File: src/rtl/rsa_host_ctrl_if.sv
// Host-side stream and RSA register port signals for rsa_host_ctrl.
interface rsa_host_ctrl_if;
    // Upstream byte stream (key words, then ciphertext)
    logic       in_valid;
    logic [7:0] in_data;
    logic       in_ready;
    // Downstream result byte stream
    logic       out_valid;
    logic [7:0] out_data;
    logic       out_ready;
    // Host control and status
    logic       rekey;
    logic       busy;
    logic [7:0] blk_cnt;
    // Byte-wide RSA register port
    logic       rsa_we;
    logic       rsa_oe;
    logic       rsa_start;
    logic [1:0] rsa_reg_sel;
    logic [4:0] rsa_addr;
    logic [7:0] rsa_data_i;
    logic [7:0] rsa_data_o;
    logic       rsa_ready;

    // Controller side
    modport master (
        input  in_valid, in_data, out_ready, rekey, rsa_data_o, rsa_ready,
        output in_ready, out_valid, out_data, busy, blk_cnt,
               rsa_we, rsa_oe, rsa_start, rsa_reg_sel, rsa_addr, rsa_data_i
    );

    // Environment side (stream source/sink and RSA core)
    modport slave (
        output in_valid, in_data, out_ready, rekey, rsa_data_o, rsa_ready,
        input  in_ready, out_valid, out_data, busy, blk_cnt,
               rsa_we, rsa_oe, rsa_start, rsa_reg_sel, rsa_addr, rsa_data_i
    );
endinterface

File: src/rtl/rsa_host_ctrl.sv
// Host master for the byte-wide RSA register port: loads the two key words
// and a ciphertext block, starts the core, waits for its ready edge and
// streams the 32 result bytes out one at a time.
module rsa_host_ctrl (
    input  logic           clk,
    input  logic           reset,
    rsa_host_ctrl_if.master bus
);
    localparam int unsigned IDX_W = 5;
    localparam int unsigned CNT_W = 8;
    localparam int unsigned DAT_W = 8;
    localparam logic [IDX_W-1:0] IDX_LAST = IDX_W'(31);

    localparam logic [1:0] SEL_KEY_A  = 2'd3;
    localparam logic [1:0] SEL_KEY_B  = 2'd2;
    localparam logic [1:0] SEL_CIPHER = 2'd1;
    localparam logic [1:0] SEL_RESULT = 2'd0;

    typedef enum logic [3:0] {
        LOAD_A, LOAD_B, LOAD_C, GAP, START, WAIT, RD_REQ, RD_CAP, OUT_HOLD
    } state_t;

    state_t             state;
    logic [IDX_W-1:0]   idx;
    logic               rdy_q;
    logic [CNT_W-1:0]   blk_cnt_q;

    logic               rsa_we_q;
    logic               rsa_oe_q;
    logic               rsa_start_q;
    logic [1:0]         rsa_reg_sel_q;
    logic [IDX_W-1:0]   rsa_addr_q;
    logic [DAT_W-1:0]   rsa_data_i_q;
    logic               out_valid_q;
    logic [DAT_W-1:0]   out_data_q;

    logic               is_load_c;
    logic               in_ready_c;
    logic               accept_c;
    logic               rekey_hit_c;
    logic               rdy_rise_c;
    logic               idle_c;
    logic [1:0]         load_sel_c;
    state_t             load_next_c;

    // Handshake qualifiers; rekey masks in_ready so it always wins over a byte
    always_comb begin
        is_load_c   = (state == LOAD_A) || (state == LOAD_B) || (state == LOAD_C);
        idle_c      = (state == LOAD_C) && (idx == '0);
        in_ready_c  = is_load_c && !bus.rekey;
        accept_c    = bus.in_valid && in_ready_c;
        rekey_hit_c = idle_c && bus.rekey;
        rdy_rise_c  = bus.rsa_ready && !rdy_q;
    end

    // Register select and successor for each load phase
    always_comb begin
        load_sel_c  = SEL_CIPHER;
        load_next_c = GAP;
        case (state)
            LOAD_A: begin
                load_sel_c  = SEL_KEY_A;
                load_next_c = LOAD_B;
            end
            LOAD_B: begin
                load_sel_c  = SEL_KEY_B;
                load_next_c = LOAD_C;
            end
            default: begin
                load_sel_c  = SEL_CIPHER;
                load_next_c = GAP;
            end
        endcase
    end

    // Main controller: state, byte index, ready edge history and registered port outputs
    always_ff @(posedge clk or negedge reset) begin
        if (!reset) begin
            state         <= LOAD_A;
            idx           <= '0;
            rdy_q         <= 1'b0;
            blk_cnt_q     <= '0;
            rsa_we_q      <= 1'b0;
            rsa_oe_q      <= 1'b0;
            rsa_start_q   <= 1'b0;
            rsa_reg_sel_q <= '0;
            rsa_addr_q    <= '0;
            rsa_data_i_q  <= '0;
            out_valid_q   <= 1'b0;
            out_data_q    <= '0;
        end else begin
            rdy_q       <= bus.rsa_ready;
            rsa_we_q    <= 1'b0;
            rsa_start_q <= 1'b0;
            case (state)
                LOAD_A, LOAD_B, LOAD_C: begin
                    if (rekey_hit_c) begin
                        state <= LOAD_A;
                        idx   <= '0;
                    end else if (accept_c) begin
                        rsa_we_q      <= 1'b1;
                        rsa_reg_sel_q <= load_sel_c;
                        rsa_addr_q    <= idx;
                        rsa_data_i_q  <= bus.in_data;
                        if (idx == IDX_LAST) begin
                            idx   <= '0;
                            state <= load_next_c;
                        end else begin
                            idx <= idx + IDX_W'(1);
                        end
                    end
                end
                // The final ciphertext write occupies this cycle; START follows with a quiet bus
                GAP: begin
                    state <= START;
                end
                START: begin
                    rsa_start_q   <= 1'b1;
                    rsa_reg_sel_q <= SEL_RESULT;
                    rsa_addr_q    <= '0;
                    state         <= WAIT;
                end
                // Only a fresh 0->1 transition of rsa_ready ends the wait
                WAIT: begin
                    if (rdy_rise_c) begin
                        rsa_oe_q      <= 1'b1;
                        rsa_reg_sel_q <= SEL_RESULT;
                        rsa_addr_q    <= idx;
                        state         <= RD_REQ;
                    end
                end
                RD_REQ: begin
                    state <= RD_CAP;
                end
                // Read data returns one cycle after the request is presented
                RD_CAP: begin
                    rsa_oe_q    <= 1'b0;
                    out_data_q  <= bus.rsa_data_o;
                    out_valid_q <= 1'b1;
                    state       <= OUT_HOLD;
                end
                OUT_HOLD: begin
                    if (bus.out_ready) begin
                        out_valid_q <= 1'b0;
                        if (idx == IDX_LAST) begin
                            idx       <= '0;
                            blk_cnt_q <= blk_cnt_q + CNT_W'(1);
                            state     <= LOAD_C;
                        end else begin
                            idx           <= idx + IDX_W'(1);
                            rsa_oe_q      <= 1'b1;
                            rsa_reg_sel_q <= SEL_RESULT;
                            rsa_addr_q    <= idx + IDX_W'(1);
                            state         <= RD_REQ;
                        end
                    end
                end
                default: begin
                    state <= LOAD_A;
                    idx   <= '0;
                end
            endcase
        end
    end

    // Drive the interface
    assign bus.in_ready    = in_ready_c;
    assign bus.busy        = !idle_c;
    assign bus.blk_cnt     = blk_cnt_q;
    assign bus.out_valid   = out_valid_q;
    assign bus.out_data    = out_data_q;
    assign bus.rsa_we      = rsa_we_q;
    assign bus.rsa_oe      = rsa_oe_q;
    assign bus.rsa_start   = rsa_start_q;
    assign bus.rsa_reg_sel = rsa_reg_sel_q;
    assign bus.rsa_addr    = rsa_addr_q;
    assign bus.rsa_data_i  = rsa_data_i_q;
endmodule

File: src/flat_wrapper.sv
// flat-port wrapper written by rule: the top's interface ports become plain ports
module rsa_host_ctrl_flat 
  (clk, reset, bus_in_valid, bus_in_data, bus_out_ready, bus_rekey, bus_rsa_data_o, bus_rsa_ready, bus_in_ready, bus_out_valid, bus_out_data, bus_busy, bus_blk_cnt, bus_rsa_we, bus_rsa_oe, bus_rsa_start, bus_rsa_reg_sel, bus_rsa_addr, bus_rsa_data_i);
  rsa_host_ctrl_if bus_i ();
  input  logic clk;
  input  logic reset;
  input wire logic [$bits(bus_i.in_valid)-1:0] bus_in_valid;
  input wire logic [$bits(bus_i.in_data)-1:0] bus_in_data;
  input wire logic [$bits(bus_i.out_ready)-1:0] bus_out_ready;
  input wire logic [$bits(bus_i.rekey)-1:0] bus_rekey;
  input wire logic [$bits(bus_i.rsa_data_o)-1:0] bus_rsa_data_o;
  input wire logic [$bits(bus_i.rsa_ready)-1:0] bus_rsa_ready;
  output wire logic [$bits(bus_i.in_ready)-1:0] bus_in_ready;
  output wire logic [$bits(bus_i.out_valid)-1:0] bus_out_valid;
  output wire logic [$bits(bus_i.out_data)-1:0] bus_out_data;
  output wire logic [$bits(bus_i.busy)-1:0] bus_busy;
  output wire logic [$bits(bus_i.blk_cnt)-1:0] bus_blk_cnt;
  output wire logic [$bits(bus_i.rsa_we)-1:0] bus_rsa_we;
  output wire logic [$bits(bus_i.rsa_oe)-1:0] bus_rsa_oe;
  output wire logic [$bits(bus_i.rsa_start)-1:0] bus_rsa_start;
  output wire logic [$bits(bus_i.rsa_reg_sel)-1:0] bus_rsa_reg_sel;
  output wire logic [$bits(bus_i.rsa_addr)-1:0] bus_rsa_addr;
  output wire logic [$bits(bus_i.rsa_data_i)-1:0] bus_rsa_data_i;
  assign bus_i.in_valid = bus_in_valid;
  assign bus_i.in_data = bus_in_data;
  assign bus_i.out_ready = bus_out_ready;
  assign bus_i.rekey = bus_rekey;
  assign bus_i.rsa_data_o = bus_rsa_data_o;
  assign bus_i.rsa_ready = bus_rsa_ready;
  assign bus_in_ready = bus_i.in_ready;
  assign bus_out_valid = bus_i.out_valid;
  assign bus_out_data = bus_i.out_data;
  assign bus_busy = bus_i.busy;
  assign bus_blk_cnt = bus_i.blk_cnt;
  assign bus_rsa_we = bus_i.rsa_we;
  assign bus_rsa_oe = bus_i.rsa_oe;
  assign bus_rsa_start = bus_i.rsa_start;
  assign bus_rsa_reg_sel = bus_i.rsa_reg_sel;
  assign bus_rsa_addr = bus_i.rsa_addr;
  assign bus_rsa_data_i = bus_i.rsa_data_i;
  rsa_host_ctrl u_core (.clk(clk), .reset(reset), .bus(bus_i));
endmodule
File: config.mk
export PLATFORM = sky130hd
export DESIGN_NAME = rsa_host_ctrl_flat
export DESIGN_NICKNAME = d
export VERILOG_FILES = /design/src/rtl/rsa_host_ctrl_if.sv /design/src/rtl/rsa_host_ctrl.sv /design/src/flat_wrapper.sv
export SDC_FILE = /design/constraint.sdc
export NUM_CORES = 1
export LEC_CHECK = 0
export CAP_MARGIN = 20
export CELL_PAD_IN_SITES_DETAIL_PLACEMENT = 1
export CELL_PAD_IN_SITES_GLOBAL_PLACEMENT = 1
export CORE_MARGIN = 2
export CORE_UTILIZATION = 39
export DETAILED_ROUTE_END_ITERATION = 10
export PLACE_DENSITY = 0.88
export SYNTH_ARGS = -nofsm -noshare
export SYNTH_HDL_FRONTEND = slang
export SYNTH_SLANG_ARGS = --single-unit
File: constraint.sdc
create_clock -name clk -period 2.93 [get_ports clk]
set_input_delay 0.586 -clock clk [delete_from_list [all_inputs] [get_ports clk]]
set_output_delay 0.586 -clock clk [all_outputs]
set_load 0.02 [all_outputs]
==> metrics.md, run 1 <==
| Metric | Value |
|---|---|
| Max Clk Rate | 0.353 GHz |
| Initial Util | 0.397 |
| Final setup margin | 0.0988 ns |
| Yosys warning count | 0 |
| Routed wire length per instance | around 16 um |
| Synthesized area | 2160 um^2 |
| Max-slew violation count | 0 |
| Clk_lat worst skew | 0.30 ns |
| Synthesized net count | 242 |
| Setup crit start | u_core.idx[2] |
| Post-Synthesis Cells | 216 |
| Tightest Hold Check Type | in -> async |
| Fin nets | ~300 |
| Share of post-route cells with drive strength above 1 | 0.104 |
| CTS tree | yes |
| Layout Skew | 0.00576 ns |
| Post-DP HPWL | 4000 um |
| Crit path required time | 2.34 ns |
| Die area | a little over 6000 um^2 |
| Setup WS pre-CTS | 0.296 ns |
| Clock Sinks | 45 |
| Syn Area/Cell | 9.99 um^2 |
| Reg2reg start | u_core.state[3] |
| PwrDens | 535 nW/um^2 |
| Vias in the first global route | 1850 |
| Initial antenna violation count | 0 |
| Pre-Repair DR Iteration Count | 4 |
| Reg clk slew, reported paths | 0.09 ns |
| Diodes inserted | 0 |
| Buf+Inv Stages, Crit Path | 1 |
| Vias per cell | 5.14 |
| Critical Path, Cell by Cell | or4b_4, nor3b_1, nand2_1, clkdlybuf4s50_1 |
| Final Cycle Share | 0.966 |
| CTS H-tree depth | 2 |
| Relative slew slack | 0.343 |
| Synth cell types | 43 |
| Commonest non-fill, non-tap cell in the layout | nand2_1 |
| Die Wd | just under 80 um |
| First-pass GRT wire length | between 9000 and 10000 um |
| Status | finished clean |
| Top FF cell, synth | dfrtp_1 |
| Initial drt markers | 102 |
| Fin cells | 350 |
| Async set-reset flop share out of synthesis | 1.00 |
| CP Class | reg -> out |
| Final WL | around 5400 um |
| Critical Path End Type | primary output |
| Largest net degree at the start of global routing | 46 |
| Area growth syn-to-layout | 34.7% |
| Synth Register Bits | 45 |
| Maxcap violations | 0 |
| Worst path top cell family by delay | simple AND/OR/NAND/NOR gates |
| Number of flops mapped to enable cells by yosys | 0 |
| Setup_tns | 0 ns |
| Num CTS Buffers | 5 |
| Commonest non-fill, non-tap cells in the layout | 63 x nand2_1, 57 x clkdlybuf4s50_1, 45 x dfrtp_1 |
| Gr usage total | 0.190 |
| Leak | 1.31 nW |
| # port buffers | 58 |
| Final min period | approximately 2.8 ns |
| Die extent in y | 78.4 um |
| I/O Pins | just under 60 |
| RSZ-0062 raised after global routing | no |
| Final Hold Vio Count | 0 |
| Placed cell count | between 300 and 400 |
| Worst Tran Pin Value | 0.986 ns |
| Hold_buf cts | 0 |
| Seq/Total Area, Yosys | 0.522 |
| CTS Root Cell | clkbuf_8 |
| Critical path's slowest cell | or4b_4 |
| Antenna Nets Post-Route | 0 |
| Drc violations | 0 |
| Max clock buf depth | 2 |
| Post-cts resize count | 0 |
| Remaining global-route overflow | 0 |
| Vias | 1798 |
| # setup viols final | 0 |
| WP data arrival | 2.25 ns |
| CP peak stage delay | 0.56 ns |
| Worst-path fanout max | 6 |
| Core area | 5440 um^2 |
| GPL Wtd Cong | 0.805 |
| Post-CTS setup buffer count | 0 |
| # rows | 27 |
| Startpoint class of the critical path | flop |
| VDD IR-drop max | 0.000338 V |
## cell families after synthesis
group	share of synthesized area
AND/OR/NAND/NOR	0.232
flip-flops	0.522
AO/OA/AOI/OAI	0.106
buffers and inverters	0.0226
multiplexers	0.0620
XOR/XNOR	0.0325
adder cells (fa/ha/maj)	0.0232
## report_power, final
part	switching (mW)	leakage, nW	total, mW	internal, mW
Combinational	0.210	0.724	0.411	0.201
Sequential	0.0584	0.538	0.748	0.690
Clock	0.228	0.0445	0.397	0.170
Total	0.496	1.31	1.56	1.06
## stage by stage
stage / area, um^2 / power, mW / utilization / hold WS [ns]
finish: 2910 / 1.56 / 0.534 / 0.437
global route: 2910 / 1.64 / 0.534 / 0.515
CTS: 2910 / 1.58 / 0.534 / 0.476
detailed placement: 2820 / 1.17 / 0.518 / 0.470
global placement: 2820 / 1.15 / 0.518 / 0.457
floorplan: 2160 / 0.979 / - / 0.290
## final timing paths
kind / end / slack (ns) / cells past startpoint
hold / removal: u_core.bus.rsa_addr[2] / 0.44 / 1
setup reg to reg: u_core.bus.rsa_addr[4] / 0.61 / 4
max in group asynchronous: u_core.bus.rsa_reg_sel[0] / 1.88 / 1
min in group clk: u_core.bus.rsa_data_i[7] / 0.49 / 2
setup / recovery: bus_busy / 0.1 / 4
hold reg to reg: u_core.bus.rsa_data_i[7] / 0.49 / 2
## flip-flops by register name (all words and copies together), names as in the netlist
register / cells
u_core.bus.rsa_data_i: 8
u_core.bus.rsa_oe: 1
u_core.bus.rsa_addr: 5
u_core.state: 4
u_core.idx: 5
u_core.bus.rsa_reg_sel: 2
u_core.bus.out_valid: 1
u_core.bus.out_data: 8
u_core.bus.rsa_start: 1
u_core.bus.blk_cnt: 8
u_core.rdy_q: 1
u_core.bus.rsa_we: 1
## synthesized netlist by cell type, types with 2 or more instances
cell type	number	area [um^2]
nor2b_1	8	50.1
ha_1	4	50.1
xnor2_1	6	52.6
nand2b_1	3	18.8
nand3_1	2	10.0
clkbuf_1	4	15.0
xor2_1	2	17.5
and3_1	4	25.0
buf_2	3	15.0
a22o_1	5	43.8
o21ai_0	6	30.0
and2_1	2	12.5
nor3_1	2	10.0
nand4_1	3	18.8
inv_1	4	15.0
dfrtp_1	45	1130
nor2_1	11	41.3
a21oi_1	5	25.0
nand2_1	63	236
mux2_2	11	124
## routing by layer
| layer | up-vias | routed length, um | GRT usage |
|---|---|---|---|
| met5 | - | 0 | 0 |
| met3 | 6 | 215 | 0.0356 |
| met2 | 41 | 2700 | 0.314 |
| li1 | 859 | - | - |
| met1 | 892 | 2440 | 0.251 |
| met4 | 0 | 81 | 0.0649 |
## layout make-up
| type | count | area [um^2] |
|---|---|---|
| sequential | 45 | 1130 |
| clock buffer | 5 | 68.8 |
| clock inverter | 3 | 21.3 |
| fill | 620 | 2530 |
| tap | 72 | 90.1 |
| multi-input combinational | 159 | 983 |
| inverter | 5 | 18.8 |
| timing repair buffer | 61 | 598 |
No activity file was read; power rests on OpenSTA's default activity.
==> run 2, diff against run 1 <==
--- a/config.mk
+++ b/config.mk
@@ -5,11 +5,13 @@
 export SDC_FILE = /design/constraint.sdc
 export NUM_CORES = 1
 export LEC_CHECK = 0
+export ABC_AREA = 0
 export CAP_MARGIN = 20
 export CELL_PAD_IN_SITES_DETAIL_PLACEMENT = 1
 export CELL_PAD_IN_SITES_GLOBAL_PLACEMENT = 1
 export CORE_MARGIN = 2
 export CORE_UTILIZATION = 39
+export CTS_CLUSTER_SIZE = 25
 export DETAILED_ROUTE_END_ITERATION = 10
 export PLACE_DENSITY = 0.88
 export SYNTH_ARGS = -nofsm -noshare
==> results of run 2 <==
The final DEF is identical to that of run 1; final timing and power are the same.
